$ cat config.mk
export PLATFORM = sky130hd
export DESIGN_NAME = axis_pkt_sink
export DESIGN_NICKNAME = d
export VERILOG_FILES = /design/src/rtl/axis_pkt_sink.sv
export SDC_FILE = /design/constraint.sdc
export NUM_CORES = 1
export LEC_CHECK = 0
export CAP_MARGIN = 20
export CORE_UTILIZATION = 40
export CTS_CLUSTER_SIZE = 28
export DETAILED_ROUTE_END_ITERATION = 12
export GPL_ROUTABILITY_DRIVEN = 0
export GPL_TIMING_DRIVEN = 1
export HOLD_SLACK_MARGIN = 0.03
export PLACE_DENSITY_LB_ADDON = 0.15
export SLEW_MARGIN = 20
export SYNTH_ARGS = -nofsm -noshare
export SYNTH_HDL_FRONTEND = slang
export SYNTH_SLANG_ARGS = --single-unit
$ cat constraint.sdc
create_clock -name ACLK -period 6.35 [get_ports ACLK]
set_clock_uncertainty 0.1 [all_clocks]
set_input_delay 0.9525 -clock ACLK [delete_from_list [all_inputs] [get_ports ACLK]]
set_output_delay 0.9525 -clock ACLK [all_outputs]
set_load 0.05 [all_outputs]
$ cat src/rtl/axis_pkt_sink.sv
// axis_pkt_sink: AXI4-Stream packet sink.
// Buffers accepted beats in a small FIFO for a downstream consumer and checks
// each packet: data must increment by one from beat to beat, packets may not
// exceed MAX_BEATS, and every byte must be kept and strobed. Completed packets
// are counted and errors are held in sticky flags.
// Optional build macro AXIS_PKT_SINK_ID_CHECK_EN adds a TID/TDEST consistency
// check and the ERR_ID output.
module axis_pkt_sink #(
  parameter int FIFO_DEPTH = 4,
  parameter int MAX_BEATS  = 16
) (
  input  logic        ACLK,
  input  logic        RST,
  input  logic        TVALID,
  output logic        TREADY,
  input  logic [31:0] TDATA,
  input  logic [3:0]  TKEEP,
  input  logic [3:0]  TSTRB,
  input  logic        TLAST,
  input  logic [7:0]  TID,
  input  logic [1:0]  TDEST,
  output logic        OUT_VALID,
  input  logic        OUT_READY,
  output logic [31:0] OUT_DATA,
  output logic        OUT_LAST,
  input  logic        CLR_ERR,
  output logic [15:0] PKT_CNT,
  output logic        ERR_SEQ,
  output logic        ERR_LEN,
  output logic        ERR_KEEP
`ifdef AXIS_PKT_SINK_ID_CHECK_EN
  ,
  output logic        ERR_ID
`endif
);

  localparam int AW = (FIFO_DEPTH > 1) ? $clog2(FIFO_DEPTH) : 1;
  localparam int CW = $clog2(MAX_BEATS + 2);
  localparam logic [AW:0]   DEPTH_C   = (AW+1)'(FIFO_DEPTH);
  localparam logic [CW-1:0] BEAT_ONE  = CW'(1);
  localparam logic [CW-1:0] BEAT_MAX  = CW'(MAX_BEATS);
  localparam logic [CW-1:0] BEAT_SAT  = CW'(MAX_BEATS + 1);

  typedef struct packed {
    logic [31:0] data;
    logic        last;
  } beat_t;

  typedef enum logic {IDLE, IN_PKT} state_t;

  // ---------------- ingress FIFO ----------------
  beat_t         mem [FIFO_DEPTH];
  logic [AW-1:0] wptr, rptr;
  logic [AW:0]   count, count_nxt;
  logic          push, pop;

  assign push      = TVALID & TREADY;
  assign OUT_VALID = (count != '0);
  assign pop       = OUT_VALID & OUT_READY;
  // Head is forced to zero when empty so the outputs never show stale storage.
  assign OUT_DATA  = OUT_VALID ? mem[rptr].data : 32'd0;
  assign OUT_LAST  = OUT_VALID ? mem[rptr].last : 1'b0;

  // Next occupancy; push and pop together cancel out.
  always_comb begin
    count_nxt = count;
    case ({push, pop})
      2'b10:   count_nxt = count + 1'b1;
      2'b01:   count_nxt = count - 1'b1;
      default: count_nxt = count;
    endcase
  end

  // Beat storage; no reset needed since the pointers define what is valid.
  always_ff @(posedge ACLK) begin
    if (!RST && push) mem[wptr] <= '{data: TDATA, last: TLAST};
  end

  // Pointers, occupancy and the registered ready (looks at next occupancy).
  always_ff @(posedge ACLK) begin
    if (RST) begin
      wptr   <= '0;
      rptr   <= '0;
      count  <= '0;
      TREADY <= 1'b0;
    end else begin
      if (push) wptr <= wptr + 1'b1;
      if (pop)  rptr <= rptr + 1'b1;
      count  <= count_nxt;
      TREADY <= (count_nxt < DEPTH_C);
    end
  end

  // ---------------- packet checker ----------------
  state_t        state;
  logic [31:0]   exp_data;
  logic [CW-1:0] beats, beats_nxt;
  logic          first;
  logic          seq_ev, len_ev, keep_ev;

  assign first     = (state == IDLE);
  assign beats_nxt = first ? BEAT_ONE :
                     (beats == BEAT_SAT) ? beats : beats + BEAT_ONE;
  assign seq_ev    = push & ~first & (TDATA != exp_data);
  assign len_ev    = push & (beats_nxt > BEAT_MAX);
  assign keep_ev   = push & ((TKEEP != 4'hF) | (TSTRB != TKEEP));

  // Packet FSM, beat counter, expected data, packet count and sticky errors.
  always_ff @(posedge ACLK) begin
    if (RST) begin
      state    <= IDLE;
      exp_data <= '0;
      beats    <= '0;
      PKT_CNT  <= '0;
      ERR_SEQ  <= 1'b0;
      ERR_LEN  <= 1'b0;
      ERR_KEEP <= 1'b0;
    end else begin
      if (push) begin
        exp_data <= TDATA + 32'd1;
        beats    <= beats_nxt;
        state    <= TLAST ? IDLE : IN_PKT;
        if (TLAST) PKT_CNT <= PKT_CNT + 16'd1;
      end
      // A new error in the clearing cycle keeps the flag set.
      ERR_SEQ  <= (ERR_SEQ  & ~CLR_ERR) | seq_ev;
      ERR_LEN  <= (ERR_LEN  & ~CLR_ERR) | len_ev;
      ERR_KEEP <= (ERR_KEEP & ~CLR_ERR) | keep_ev;
    end
  end

`ifdef AXIS_PKT_SINK_ID_CHECK_EN
  logic [7:0] pkt_tid;
  logic [1:0] pkt_tdest;
  logic       id_ev;

  assign id_ev = push & ~first & ((TID != pkt_tid) | (TDEST != pkt_tdest));

  // Capture the packet's routing on its first beat, flag later disagreement.
  always_ff @(posedge ACLK) begin
    if (RST) begin
      pkt_tid   <= '0;
      pkt_tdest <= '0;
      ERR_ID    <= 1'b0;
    end else begin
      if (push && first) begin
        pkt_tid   <= TID;
        pkt_tdest <= TDEST;
      end
      ERR_ID <= (ERR_ID & ~CLR_ERR) | id_ev;
    end
  end
`else
  logic unused_id;
  assign unused_id = ^{TID, TDEST};
`endif

endmodule

==> results.cfg <==
[timing]
maxSlewViolCount = 0
max_freq_ghz = 0.244
period_minus_slack_ps = 4110
tightest_slew_ps = 888
fin_crit_sh_pct = 64.7
rsz0062_at_grt = no
setup_viol = 0
hold_viol = 0
max_slew_margin_pct = 40.7
setup-tns-final_ps = 0

[worst_setup_path]
r2r-end = mem[1][22]
cp-start-kind = flop
path_cells = buf_4, mux4_2, and2_1, clkdlybuf4s50_1
worst-setup-path-type = flop to primary output
worstSetupEndpointType = primary output
cp.required_ps = 5300
r2r_start = TREADY
worst_path_max_delay_cell = clkdlybuf4s50_1
max_stage_delay_ps = 690
r2r_cells = 6
crit_buf_inv = 2
regToRegSetupSlack_ps = 3340
path_delay_family = buffers and inverters
path_max_fanout = 20
critical_path_arrival_ps = 3050

[cts]
post-cts-setup-buffer-count = 0
cts_root_buf = clkbuf_16
tritoncts = yes
cts_resized = 0
cts_buffers = 17
cts_buffer_depth = 2
worstSkewPairLatency_ps = 440
numClockSinks = 199
h-tree-depth = 4
clk_pin_slew_ps = 60
cts_hold_buf = 0

[worst_hold_path]
whs_path_depth = 2
hold_class = flop to flop
whs_endpoint = exp_data[1]
hold_path.startpoint = exp_data[1]

[die]
rows = 53
die_w_um = 149
fp.dieH_um = 149
start_util_pct = 41.1
die_area_um2 = 22300
ioPinCount = 110
core-area_um2 = 21200

[power_and_ir_drop]
intPower_uw = 2510
powerDensity_nw_per_um2 = 380
vdd_ir_drop_max_v = 0.000200
p_comb_share_pct = 36.0
cellLeakagePower_uw = 0.00335
pwr-share-seq_pct = 38.7
clock_power_share_pct = 25.3
p_switching_uw = 1470
switching_share_pct = 36.8

[synthesis]
synth_edf_count = 132
synth_common_cells = edfxtp_1 (132), dfxtp_1 (67), nor2_1 (60)
synth.area.top_cells = edfxtp_1 (46%), dfxtp_1 (15%), mux4_2 (8.6%), xnor2_1 (5.4%), and2_1 (3.0%)
syn_nets = 696
yosys.cell_count.top_type = edfxtp_1
ys_seq_area_share_pct = 61.1
avgSynthCellArea_um2 = 13.8
yosysTopAreaCell = edfxtp_1
synth_cell_types = 53
syn_area_um2 = 8680
synth_top_flop_cell = edfxtp_1
syn_inst = 630
synth-seq-cells = 199
ys_warn_count = 0
async_flop_share_pct = 0
synth_top_area_share_pct = 45.6

[route]
vias = 5384
avgViaCountPerCell = 5.30
drtIter0Drc = 319
drc_errors = 0
ant_nets = 0
wl_per_cell_um = 18.5
drtPass1Iterations = 4
routed_wl_mm = 18.8

[grt]
grt_usage_pct = 17.9
grt_max_degree = 65
antenna_found_initial = 0
grt_pass1_vias = 5358
overflow = 0
grt_pass1_wl_mm = 29.7

[finish]
drive_gt1_share_pct = 12.7
antenna_cells = 0
fin_nets = 794
nFillCells = 1834
multi_input_area_um2 = 3180
syn_to_final_growth_pct = 20.7
regArea_um2 = 5310
final_util_pct = 49.6

[placed_design]
post-dp-hpwl_mm = 12.3
port_buffers = 99

[outcome]
outcome = complete, no violations

[job]
drv_cap = 0
## power by group through the flow
stage                     clock network (uW)  logic [uW]  registers (uW)
after floorplan                            0        1010            1550
after global placement                     0        1440            1560
after global routing                    1080        1530            1550
after CTS                               1030        1460            1540
final                                   1010        1430            1540
after detailed placement                   0        1450            1570
## flip-flops by register name, summed over array words and instances, names as in the netlist, named ones only
register,cells
wptr,2
exp_data,32
rptr,2
count,2
ERR_LEN,1
ERR_SEQ,1
beats,5
ERR_KEEP,1
TREADY,1
PKT_CNT,16
state,1
mem,132
## stage by stage
step / hold WS, ps / instances / area, um^2 / setup WS (ps) / total power, uW
global route: 394 / 1016 / 10500 / 2040 / 4160
global placement: 356 / 984 / 9940 / 2230 / 3000
finish: 378 / 1016 / 10500 / 2240 / 3980
floorplan: 349 / 630 / 8680 / 3190 / 2550
CTS: 381 / 1016 / 10500 / 2150 / 4030
detailed placement: 350 / 984 / 9940 / 2190 / 3020
## cells in the final DEF, fill, tap and decap left out, types with 3 or more instances in the layout
cell | synthesis | routed
a211oi_1 | 22 | 22
a211oi_2 | 3 | 3
a21oi_1 | 8 | 8
a22o_1 | 4 | 4
a311oi_1 | 3 | 3
and2_1 | 41 | 40
and3_1 | 6 | 6
and4_1 | 4 | 4
buf_4 | 0 | 13
clkbuf_16 | 0 | 17
clkdlybuf4s50_1 | 0 | 98
clkinv_4 | 0 | 4
clkinvlp_4 | 0 | 3
dfxtp_1 | 67 | 66
edfxtp_1 | 132 | 132
ha_1 | 9 | 9
inv_1 | 7 | 7
inv_6 | 0 | 3
mux4_2 | 33 | 33
nand2_1 | 23 | 23
nand3_1 | 21 | 21
nand4_1 | 20 | 20
nor2_1 | 60 | 60
nor3_1 | 8 | 8
nor4_1 | 3 | 3
o21ai_0 | 9 | 9
or3_1 | 6 | 6
xnor2_1 | 54 | 54
xor2_1 | 24 | 24
## worst register-to-register path, stage by stage (launching register included)
cell,delay [ps]
dfxtp_1,340
and2_2,130
buf_4,520
inv_1,460
nor2_1,560
and2_1,240
buf_4,310
## layout make-up
type / count / area share, %
inverters: 7 / 0.251
repair buffers: 112 / 10.3
clock buffers: 17 / 4.06
multi-input cells: 391 / 30.3
clock inverters: 15 / 1.15
well taps: 275 / 3.28
flip-flops and latches: 199 / 50.6
## per-layer routing
layer  track usage [%]  vias up  part of all wire, %
li1                  -     2542                    -
met5                 0        -                    0
met4              4.69        0                  1.3
met3              4.46       19                  4.6
met2              29.9      131                   49
met1              23.0     2692                   45
## worst max path at each step
stage,from,end,depth (start not counted)
final,flop,OUT_DATA[6],4
after CTS,flop,OUT_DATA[2],4
after global routing,flop,OUT_DATA[11],4
after global placement,TVALID,mem[1][14],7
after detailed placement,TVALID,mem[1][22],7
after floorplan,TVALID,mem[0][0],6
## cells by family after synthesis
group           synth area share, %
simple gates                   13.2
flops                          61.1
compound gates                 5.16
xor+xnor                       7.87
fa+ha+maj                      1.53
mux                            8.79
buf+inv                        2.35
No activity file was read; power rests on OpenSTA's default activity.
